--- config.mk ---
export PLATFORM = sky130hd
export DESIGN_NAME = pill_score_display
export DESIGN_NICKNAME = d
export VERILOG_FILES = /design/src/rtl/pill_score_display.sv
export SDC_FILE = /design/constraint.sdc
export NUM_CORES = 1
export LEC_CHECK = 0
export BUFFER_PORTS_ARGS = -buffer_cell sky130_fd_sc_hd__buf_2
export CAP_MARGIN = 20
export CORE_MARGIN = 2
export CORE_UTILIZATION = 40
export CTS_BUF_LIST = sky130_fd_sc_hd__clkbuf_2
export CTS_CLUSTER_DIAMETER = 200
export CTS_CLUSTER_SIZE = 16
export DETAILED_ROUTE_END_ITERATION = 8
export HOLD_SLACK_MARGIN = 0.03
export PLACE_DENSITY = 0.61
export SYNTH_ARGS = -nofsm -noshare
export SYNTH_HDL_FRONTEND = slang
export SYNTH_SLANG_ARGS = --single-unit
--- constraint.sdc ---
create_clock -name CLOCK_50 -period 8.4 [get_ports CLOCK_50]
set_clock_uncertainty 0.1 [all_clocks]
set_input_delay 1.26 -clock CLOCK_50 [delete_from_list [all_inputs] [get_ports CLOCK_50]]
set_output_delay 1.26 -clock CLOCK_50 [all_outputs]
set_load 0.02 [all_outputs]
--- src/rtl/pill_score_display.sv ---
// pill_score_display: counts pills eaten by Pac-Man (8-bit, wraps at 256) and shows
// the running total on three active-low 7-segment digits (hundreds/tens/ones).
// Optional macro LEADING_ZERO_BLANK_EN blanks leading zeros on the hundreds and tens
// digits; without it all three digits are always lit (e.g. "007").
module pill_score_display #(
  parameter logic [3:0] PILL_CODE = 4'b0010
) (
  input  logic       CLOCK_50,
  input  logic       reset,
  input  logic [3:0] collision_type,
  output logic [6:0] hex1,
  output logic [6:0] hex2,
  output logic [6:0] hex3
);

  // The double-dabble stage below is sized for exactly 0..255.
  localparam int CNT_W = 8;

  logic [CNT_W-1:0] count;
  logic [11:0]      bcd;
  logic [3:0]       hundreds;
  logic [3:0]       tens;
  logic [3:0]       ones;
  logic             en_hundreds;
  logic             en_tens;

  // Hex-to-7-segment decoder, segments {g,f,e,d,c,b,a}, active-low; blank when disabled.
  function automatic logic [6:0] seg_decode(input logic [3:0] digit, input logic enable);
    logic [6:0] seg;
    case (digit)
      4'h0: seg = 7'b1000000;
      4'h1: seg = 7'b1111001;
      4'h2: seg = 7'b0100100;
      4'h3: seg = 7'b0110000;
      4'h4: seg = 7'b0011001;
      4'h5: seg = 7'b0010010;
      4'h6: seg = 7'b0000010;
      4'h7: seg = 7'b1111000;
      4'h8: seg = 7'b0000000;
      4'h9: seg = 7'b0010000;
      4'hA: seg = 7'b0001000;
      4'hB: seg = 7'b0000011;
      4'hC: seg = 7'b1000110;
      4'hD: seg = 7'b0100001;
      4'hE: seg = 7'b0000110;
      default: seg = 7'b0001110;
    endcase
    return enable ? seg : 7'b1111111;
  endfunction

  // Pill counter: synchronous active-low reset wins over a pill in the same cycle.
  always_ff @(posedge CLOCK_50) begin
    if (!reset) begin
      count <= '0;
    end else if (collision_type == PILL_CODE) begin
      count <= count + 1'b1;
    end
  end

  // Double-dabble binary-to-BCD conversion of the current count.
  always_comb begin
    bcd = '0;
    for (int i = CNT_W - 1; i >= 0; i--) begin
      if (bcd[3:0] >= 4'd5) begin
        bcd[3:0] = bcd[3:0] + 4'd3;
      end
      if (bcd[7:4] >= 4'd5) begin
        bcd[7:4] = bcd[7:4] + 4'd3;
      end
      if (bcd[11:8] >= 4'd5) begin
        bcd[11:8] = bcd[11:8] + 4'd3;
      end
      bcd = {bcd[10:0], count[i]};
    end
  end

  assign hundreds = bcd[11:8];
  assign tens     = bcd[7:4];
  assign ones     = bcd[3:0];

`ifdef LEADING_ZERO_BLANK_EN
  assign en_hundreds = (hundreds != 4'd0);
  assign en_tens     = (hundreds != 4'd0) || (tens != 4'd0);
`else
  assign en_hundreds = 1'b1;
  assign en_tens     = 1'b1;
`endif

  assign hex1 = seg_decode(hundreds, en_hundreds);
  assign hex2 = seg_decode(tens, en_tens);
  assign hex3 = seg_decode(ones, 1'b1);

endmodule

* Yosys cells after proc, flatten, opt, wreduce, memory -nomap -nowiden
Memory sizes are Yosys's and may differ from the RTL's.
Cells that the tools add are included.
W data, S select, Z words.
** Storage, ports and cells
- Register bits :: 8
- Bits in latches :: 0
- Bits in writable memories :: 0
- ROM bits :: 336
- Input bits :: 6
- Output and inout bits :: 21
- Word-level logic and storage cells :: 27
- Memories kept :: 3
** Memories
- (no name shown) :: depth 16, bits a word 7, read ports 1, clocked after memory_dff 0, wr ports 0, line 30 : case (digit)
- (no name shown) :: depth 16, bits a word 7, read ports 1, clocked after memory_dff 0, wr ports 0, line 30
- (no name shown) :: depth 16, bits a word 7, read ports 1, clocked after memory_dff 0, wr ports 0, line 30
** Cells by class
- Add/sub/neg operators :: 8
- Multipliers :: 0
- Divide/modulo/power cells :: 0
- $lt $le $gt $ge :: 7
- Equal/unequal tests :: 1
- Shifts and indexed selects :: 0
- Mux-type cells :: 7
- Bitwise operators :: 0
- Reductions and logical operators :: 0
** Operator list (number)
- $mux W4 :: 7
- $add A4 B2 Y4 const B :: 5
- $ge A4 B3 Y1 const B :: 5
- $add A3 B2 Y4 const B :: 2
- $add A8 B1 Y8 const B :: 1
- $ge A3 B3 Y1 const B :: 2
- $eq A4 B2 Y1 const B :: 1

* Logic depth before layout (Yosys ltp)
Gate-level depths: netlist of the first run.
An unclocked memory read counts as a cell.
- Word-level depth :: 11
- Mapped depth :: 27
- Mapped depth without buffers :: 24

* Worst setup path after synthesis of the first run
Ideal clock, no wire load.
- Kind :: reg-to-output
- From :: register count[6]
- To :: output port hex2[1]
- Data arrival time :: 5.892 ns
- Required time :: 7.040 ns
- Path slack :: 1.148 ns
- Stages on the path, launching flop included :: 25
- Path buffers :: 1
- Cell sequence :: dfxtp_1 inv_1 ha_1 o21ai_0 xnor2_1 ha_1 or2b_1 a32oi_2 buf_6 xnor2_1 inv_1 ha_1 and2b_1 o31a_2 a21o_1 a221oi_4 xnor2_1 ha_1 nor2_1 mux2i_1 o221ai_1 inv_1 ha_1 o21ai_0 o32ai_1
** Between the ends
- Longest elaborated chain between the ends :: 11
- Elaborated cells on any way between the ends :: 22
- Classes of those cells :: add/sub (7); order compare (7); mux (7); memory (1)
** RTL lines
- start: declaration :: line 19 : logic [CNT_W-1:0] count;
- start signal: assignment :: line 56 : count <= count + 1'b1;
- $add A3 B2 Y4 / $ge A3 B3 Y1 (equally long branches) :: line 65, 64
- $mux W4 (*) :: line 64 : if (bcd[3:0] >= 4'd5) begin
- $add A4 B2 Y4 / $ge A4 B3 Y1 (equally long branches) :: line 65, 64
- $mux W4 :: line 64
- $ge A4 B3 Y1 / $add A4 B2 Y4 (equally long branches) :: line 64, 65
- $mux W4 :: line 64
- $add A4 B2 Y4, or another cell as far along :: line 65 : bcd[3:0] = bcd[3:0] + 4'd3;
- $mux W4, on equally long branches :: line 64, 67
- $add A4 B2 Y4, or another cell as far along :: line 68 : bcd[7:4] = bcd[7:4] + 4'd3;
- $mux W4, on equally long branches :: line 67, 64
- $mem_v2 Z16 W7 (*)
- end: declaration :: line 12 : output logic [6:0] hex2,
Mark *: on every way between the ends. The rest lies on a longest branch, timed or not.

* Worst setup path in the final report of the first run
- From :: register count[6]
- To :: output port hex2[0]
Same word-level chain as after synthesis.

==> results of run 1 <==
==> synth_stat cells, types with 7 or more instances <==
| cell type | n | area (µm²) |
|---|---|---|
| a21oi_1 | 11 | 55.1 |
| and2_1 | 11 | 68.8 |
| dfxtp_1 | 8 | 160 |
| ha_1 | 18 | 225 |
| inv_1 | 11 | 41.3 |
| mux2i_1 | 9 | 90.1 |
| nand2_1 | 26 | 97.6 |
| nand3_1 | 17 | 85.1 |
| nor2_1 | 23 | 86.3 |
| o21ai_0 | 7 | 35.0 |
| xnor2_1 | 13 | 114 |
==> critical path: stages, from the launching register on <==
cell and delay, ps:
dfxtp_1 460, inv_1 120, ha_1 250, o21ai_0 210
xnor2_1 270, ha_1 300, or2b_1 270, a32oi_2 200
buf_4 200, xnor2_1 210, inv_1 150, ha_1 280
and2b_1 220, o31a_2 370, a21o_1 250, a221oi_4 350
xnor2_2 220, ha_1 320, inv_1 90, or2_2 290
mux2i_1 180, o31a_1 340, mux2i_1 120, or3_1 360
buf_2 160
==> per-stage QoR <==
| stage | instance area (µm²) | worst slack (ps) | util (%) |
|---|---|---|---|
| 2_1_floorplan | 2020 | 1150 | - |
| 3_3_place_gp | 2150 | 836 | 44.9 |
| 3_5_place_dp | 2150 | 640 | 44.9 |
| 4_1_cts | 2160 | 360 | 45.2 |
| 5_1_grt | 2200 | 20.2 | 45.9 |
| 6_report | 2200 | 609 | 45.9 |
==> layout make-up <==
cell class	instances	area, µm²	share of cell area (%)
multi-input cells	237	1710	77.9
repair buffers	33	183	8.31
flip-flops and latches	8	160	7.29
well taps	67	83.8	3.81
inverters	12	45.0	2.05
clock buffers	3	15.0	0.683
==> worst paths after layout <==
path | endpoint | slack, ps | cells after the start
worst max-delay path | hex2[0] | 610 | 24
worst min-delay path | count[6] | 580 | 2
worst max register to register | count[7] | 6240 | 5
worst min register to register | count[6] | 580 | 2
==> cells by family after synthesis <==
family | Yosys count
other | 1
xor gates and xnor gates | 14
buffers and inverters | 30
DFF | 8
and+or+nand+nor | 110
muxes | 12
adders and majority gates | 18
AOI/OAI and AO/OA | 82
==> power breakdown <==
group          leakage, nW  internal [mW]  switching, mW
Sequential          0.0645         0.0381       0.000532
Clock               0.0125        0.00974         0.0121
Combinational        0.934        0.00376        0.00486
Total                 1.01         0.0516         0.0175
==> repair_timing <==
item                                    CTS  global route
hold endpoints to repair                  0             0
gates resized for setup                   0             2
setup buffers                             0             2
endpoints found under the setup margin    0             6
==> routing by layer <==
metal | up-vias | routed length [µm]
met5 | - | 0
met4 | 0 | 33
met3 | 4 | 169
met2 | 50 | 2090
met1 | 953 | 2360
li1 | 1070 | -
==> results.tsv, run 1 <==
metric	value	unit
hold_violations	0	
grt_use_met2	26.9	%
crit_start	count[6]	
die_y	75.1	µm
clk_pin_slew	70	ps
rows	25	
yosysSeqAreaShare	7.93	%
powerDensity	31.4	nW/µm²
finalCriticalPeriod	7790	ps
root_buffer	clkbuf_2	
tightest_slew	765	ps
routabilityCongestion	0.848	
worstPathArrival	6430	ps
ys_dominant_reg_cell	dfxtp_1	
antenna_cells	0	
yosys_warnings	0	
grt_pass1_vias	1771	
worstHoldStart	count[6]	
p_leak	1.01	nW
cts_tree	done	
synth_compound_area_share	33.1	%
min_period_over_period	92.7	%
io_pins	27	
num_vias	2077	
synth.area.mux_share	6.32	%
antenna_found_initial	0	
crit_path_start_kind	register	
drtIter0Drc	81	
vias_per_cell	5.77	
placedCellCount	354	
hold-worst-slack	576	ps
port_buffers	25	
nFillCells	504	
regMostFlops	count	
antenna_left	0	
setup_viol	0	
ys_async_sr_fraction	0	%
relSlewSlack	49.0	%
mostFrequentLayoutCell	nand2_1	
final_nets	319	
die_area	5640	µm²
synth_edf_count	0	
hpwl	3.56	mm
grt_setup_unrepaired	no	
syn_inst	275	
ys_types	70	
timing_worst_setup_path_type	register to output port	
syn_nets	299	
grt_use_met1	25.3	%
worstSetupEndpointType	output port	
synth_fa_ha_area_share	11.1	%
grt_overflow	0	
totalWireLength	4.65	mm
reg_top3	count: 8 flops	
cts.sinks	8	
cap_violations	0	
grt_start_max_net_pins	23	
reg2reg_from	count[1]	
die_x	75.1	µm
largest_register_ffs	8	
avgRoutedWirePerCell	12.9	µm
ir_drop	51.9	µV
initial_core_util	42.2	%
synth.cell_area	2020	µm²
area_growth	8.79	%
coreArea	4790	µm²
grt_use_met3	0.803	%
synth-simple-area-share	27.2	%
clockBufferDepth	2	
drc_errors	0	
cts_hold_buf	0	
fmax	0.128	GHz
run_status	completed	
mostFrequentLayoutCells	26 x nand2_1, 25 x buf_2, 23 x nor2_1, 18 x ha_1, 17 x nand3_1	
drv_slew	0	
cp_max_fo	11	
instances_no_fill	360	
hp-class	register to register	
htreeDepth	1	
synth_seq_cells	8	
fin_tns_setup	0	ps
avgSynthCellArea	7.35	µm²
finalPower	0.0691	mW
insertion_delay	230	ps
crit_required	7040	ps
busiest_layer	met2	
drive_above_1_share	19.1	%
gr-usage-all-layers	16.8	%
grt_pass1_wl	7.79	mm
cts_made_buffers	3	
synth_xor_area_share	6.07	%
synth_top_family_by_area	compound AO/OA/AOI/OAI gates	
dr.pass1.iters	4	
Power figures use the tool's default switching activity.
==> run 2: changes to the inputs <==
--- a/config.mk
+++ b/config.mk
@@ -8,13 +8,13 @@
 export BUFFER_PORTS_ARGS = -buffer_cell sky130_fd_sc_hd__buf_2
 export CAP_MARGIN = 20
 export CORE_MARGIN = 2
-export CORE_UTILIZATION = 40
+export CORE_UTILIZATION = 55
 export CTS_BUF_LIST = sky130_fd_sc_hd__clkbuf_2
 export CTS_CLUSTER_DIAMETER = 200
 export CTS_CLUSTER_SIZE = 16
 export DETAILED_ROUTE_END_ITERATION = 8
 export HOLD_SLACK_MARGIN = 0.03
-export PLACE_DENSITY = 0.61
+export PLACE_DENSITY = 0.79
 export SYNTH_ARGS = -nofsm -noshare
 export SYNTH_HDL_FRONTEND = slang
 export SYNTH_SLANG_ARGS = --single-unit
==> constraint.sdc (replaced) <==
create_clock -name CLOCK_50 -period 8.4 [get_ports CLOCK_50]
set_clock_uncertainty 0.1 [all_clocks]
set_input_delay 1.26 -clock CLOCK_50 [delete_from_list [all_inputs] [get_ports CLOCK_50]]
set_output_delay 1.26 -clock CLOCK_50 [all_outputs]
set_load 0.01 [all_outputs]
==> run 2 against run 1 <==
Compared with the run above:
- total power rose by 1.3%
- combinational power is 9.3% lower
- core utilization rose by 14 points
- sequential share of layout area grew 0.088 points
- critical path depth decreased by 1
- worst setup slack lost 120 ps
- clock-buffer cell count unchanged
- worst hold slack better by 12 ps
- register-to-register slack better by 70 ps
- clock power rose by 8%
- flip-flop and latch count unchanged
- critical path type unchanged
- critical endpoint unchanged
- largest cell class unchanged
- highest routed layer unchanged
==> results.tsv, run 2 (synthesis results as in run 1) <==
metric	value	unit	change
clockBufferDepth	2		unchanged
hold_violations	0		unchanged
mostFrequentLayoutCells	26 x nand2_1, 25 x buf_2, 23 x nor2_1, 17 x nand3_1, 17 x ha_1		
io_pins	27		unchanged
avgRoutedWirePerCell	13.4	µm	+3.5%
slowest_delay	460	ps	about the same
tightest_slew	966	ps	+201 ps
cap_violations	0		unchanged
rows	22		-12%
crit_slowest_cell	dfxtp_1		
regMostFlops	count		
num_vias	2149		+3.5%
fin_tns_setup	0	ps	unchanged
die_x	64.6	µm	-14%
grt_overflow	0		unchanged
die_area	4180	µm²	-26%
finalPower	0.0700	mW	+1.3%
cpMostUsedCell	ha_1		
timing_worst_setup_path_type	register to output port		
cp_max_fo	11		unchanged
largest_register_ffs	8		unchanged
htreeDepth	1		unchanged
ir_drop	55.6	µV	+7.1%
dr.pass1.iters	5		+1
fin_ws	486	ps	-123 ps
area_growth	7.49	%	
cp_cell_sequence	ha_1 > o21ai_0 > xnor2_1 > ha_2 > or2b_1 > a32oi_2 > buf_4 > xnor2_1 > inv_1 > ha_1 > and2b_1 > o31a_2 > a21o_1 > a221oi_4 > xnor2_2 > ha_1 > inv_1 > or2_2 > mux2i_1 > o31a_1 > mux2i_1 > or3_1 > buf_2		
routabilityCongestion	0.885		+4.4%
p_leak	1.00	nW	-0.65%
drive_above_1_share	19.2	%	+0.13 points
insertion_delay	240	ps	about the same
gr-usage-all-layers	22.3	%	+5.5 points
powerDensity	32.2	nW/µm²	+2.5%
min_period_over_period	94.2	%	+1.5 points
drc_errors	0		unchanged
run_status	completed		
finalCriticalPeriod	7910	ps	+123 ps
crit_path_start_kind	register		
initial_core_util	56.0	%	+14 points
mostFrequentLayoutCell	nand2_1		
die_y	64.6	µm	-14%
grt_start_max_net_pins	23		unchanged
hp-class	register to register		
setup_viol	0		unchanged
cts_hold_buf	0		unchanged
post-route-util	60.2	%	+14 points
drv_slew	0		unchanged
totalWireLength	4.54	mm	-2.5%
antenna_cells	0		unchanged
cts.sinks	8		unchanged
coreArea	3610	µm²	-25%
pre_cts_ws	582	ps	-58.1 ps
fmax	0.126	GHz	-1.6%
relSlewSlack	34.7	%	-14 points
antenna_left	0		unchanged
root_buffer	clkbuf_2		
drtIter0Drc	127		+57%
crit_required	7040	ps	about the same
clk_pin_slew	80	ps	about the same
antenna_found_initial	0		unchanged
grt_setup_unrepaired	no		
hpwl	3.37	mm	-5.5%
grt_pass1_wl	7.88	mm	+1.1%
worstPathArrival	6550	ps	+120 ps
port_buffers	25		unchanged
vias_per_cell	6.34		+9.9%
cts_made_buffers	3		unchanged
worstSetupEndpointType	output port		
cts_tree	done		
reg_top3	count: 8 flops		
final_nets	317		-0.63%
grt_pass1_vias	1806		+2.0%
==> run 2: routing by layer <==
layer | wire [µm] | part of all wire (%) | global-route usage, % | vias to the layer above
met4 | 30 | 0.66 | 5.59 | 0
li1 | - | - | - | 1062
met1 | 2250 | 50 | 32.7 | 1008
met2 | 2050 | 45 | 35.7 | 75
met3 | 203 | 4.5 | 1.04 | 4
met5 | 0 | 0 | 0 | -
==> run 2: worst paths after layout <==
| path | cells after the start | slack [ps] | to | start |
|---|---|---|---|---|
| worst max-delay path | 23 | 490 | hex2[0] | count[5] |
| worst min-delay path | 2 | 590 | count[6] | count[6] |
| worst max register to register | 5 | 6310 | count[7] | count[1] |
| worst min register to register | 2 | 590 | count[6] | count[6] |
==> run 2: stage by stage <==
stage,std cells,instance area [µm²],hold slack (ps)
floorplan,275,2020,523
global placement,334,2120,560
detailed placement,334,2120,576
CTS,337,2130,602
global route,339,2170,637
finish,339,2170,588
==> run 2: where the power goes <==
part / switching (mW) / leakage [nW] / total, mW / internal [mW]
Clock: 0.0138 / 0.0125 / 0.0235 / 0.00974
Sequential: 0.000569 / 0.0645 / 0.0387 / 0.0381
Combinational: 0.00413 / 0.927 / 0.00782 / 0.00369
Total: 0.0185 / 1.00 / 0.0700 / 0.0515
==> run 2: area by class of cell <==
class / instances / area [µm²]
multi-input combinational: 237 / 1720
clock buffer: 3 / 15.0
sequential: 8 / 160
fill: 346 / 1430
tap: 48 / 60.1
inverter: 12 / 45.0
timing repair buffer: 31 / 170
==> run 2: worst max-delay path: cells and delay by family (launching register included) <==
| kind | cells | cell delay (ps) |
|---|---|---|
| and+or+nand+nor | 4 | 1140 |
| xor gates and xnor gates | 3 | 890 |
| AOI/OAI and AO/OA | 6 | 1680 |
| DFF | 1 | 460 |
| buffers and inverters | 4 | 600 |
| adders and majority gates | 4 | 1220 |
| muxes | 2 | 300 |
==> run 2: repair_timing <==
| item | in CTS | in global routing |
|---|---|---|
| resized for setup | 0 | 4 |
| buffers inserted | 0 | 2 |
| endpoints found under the setup margin | 0 | 5 |
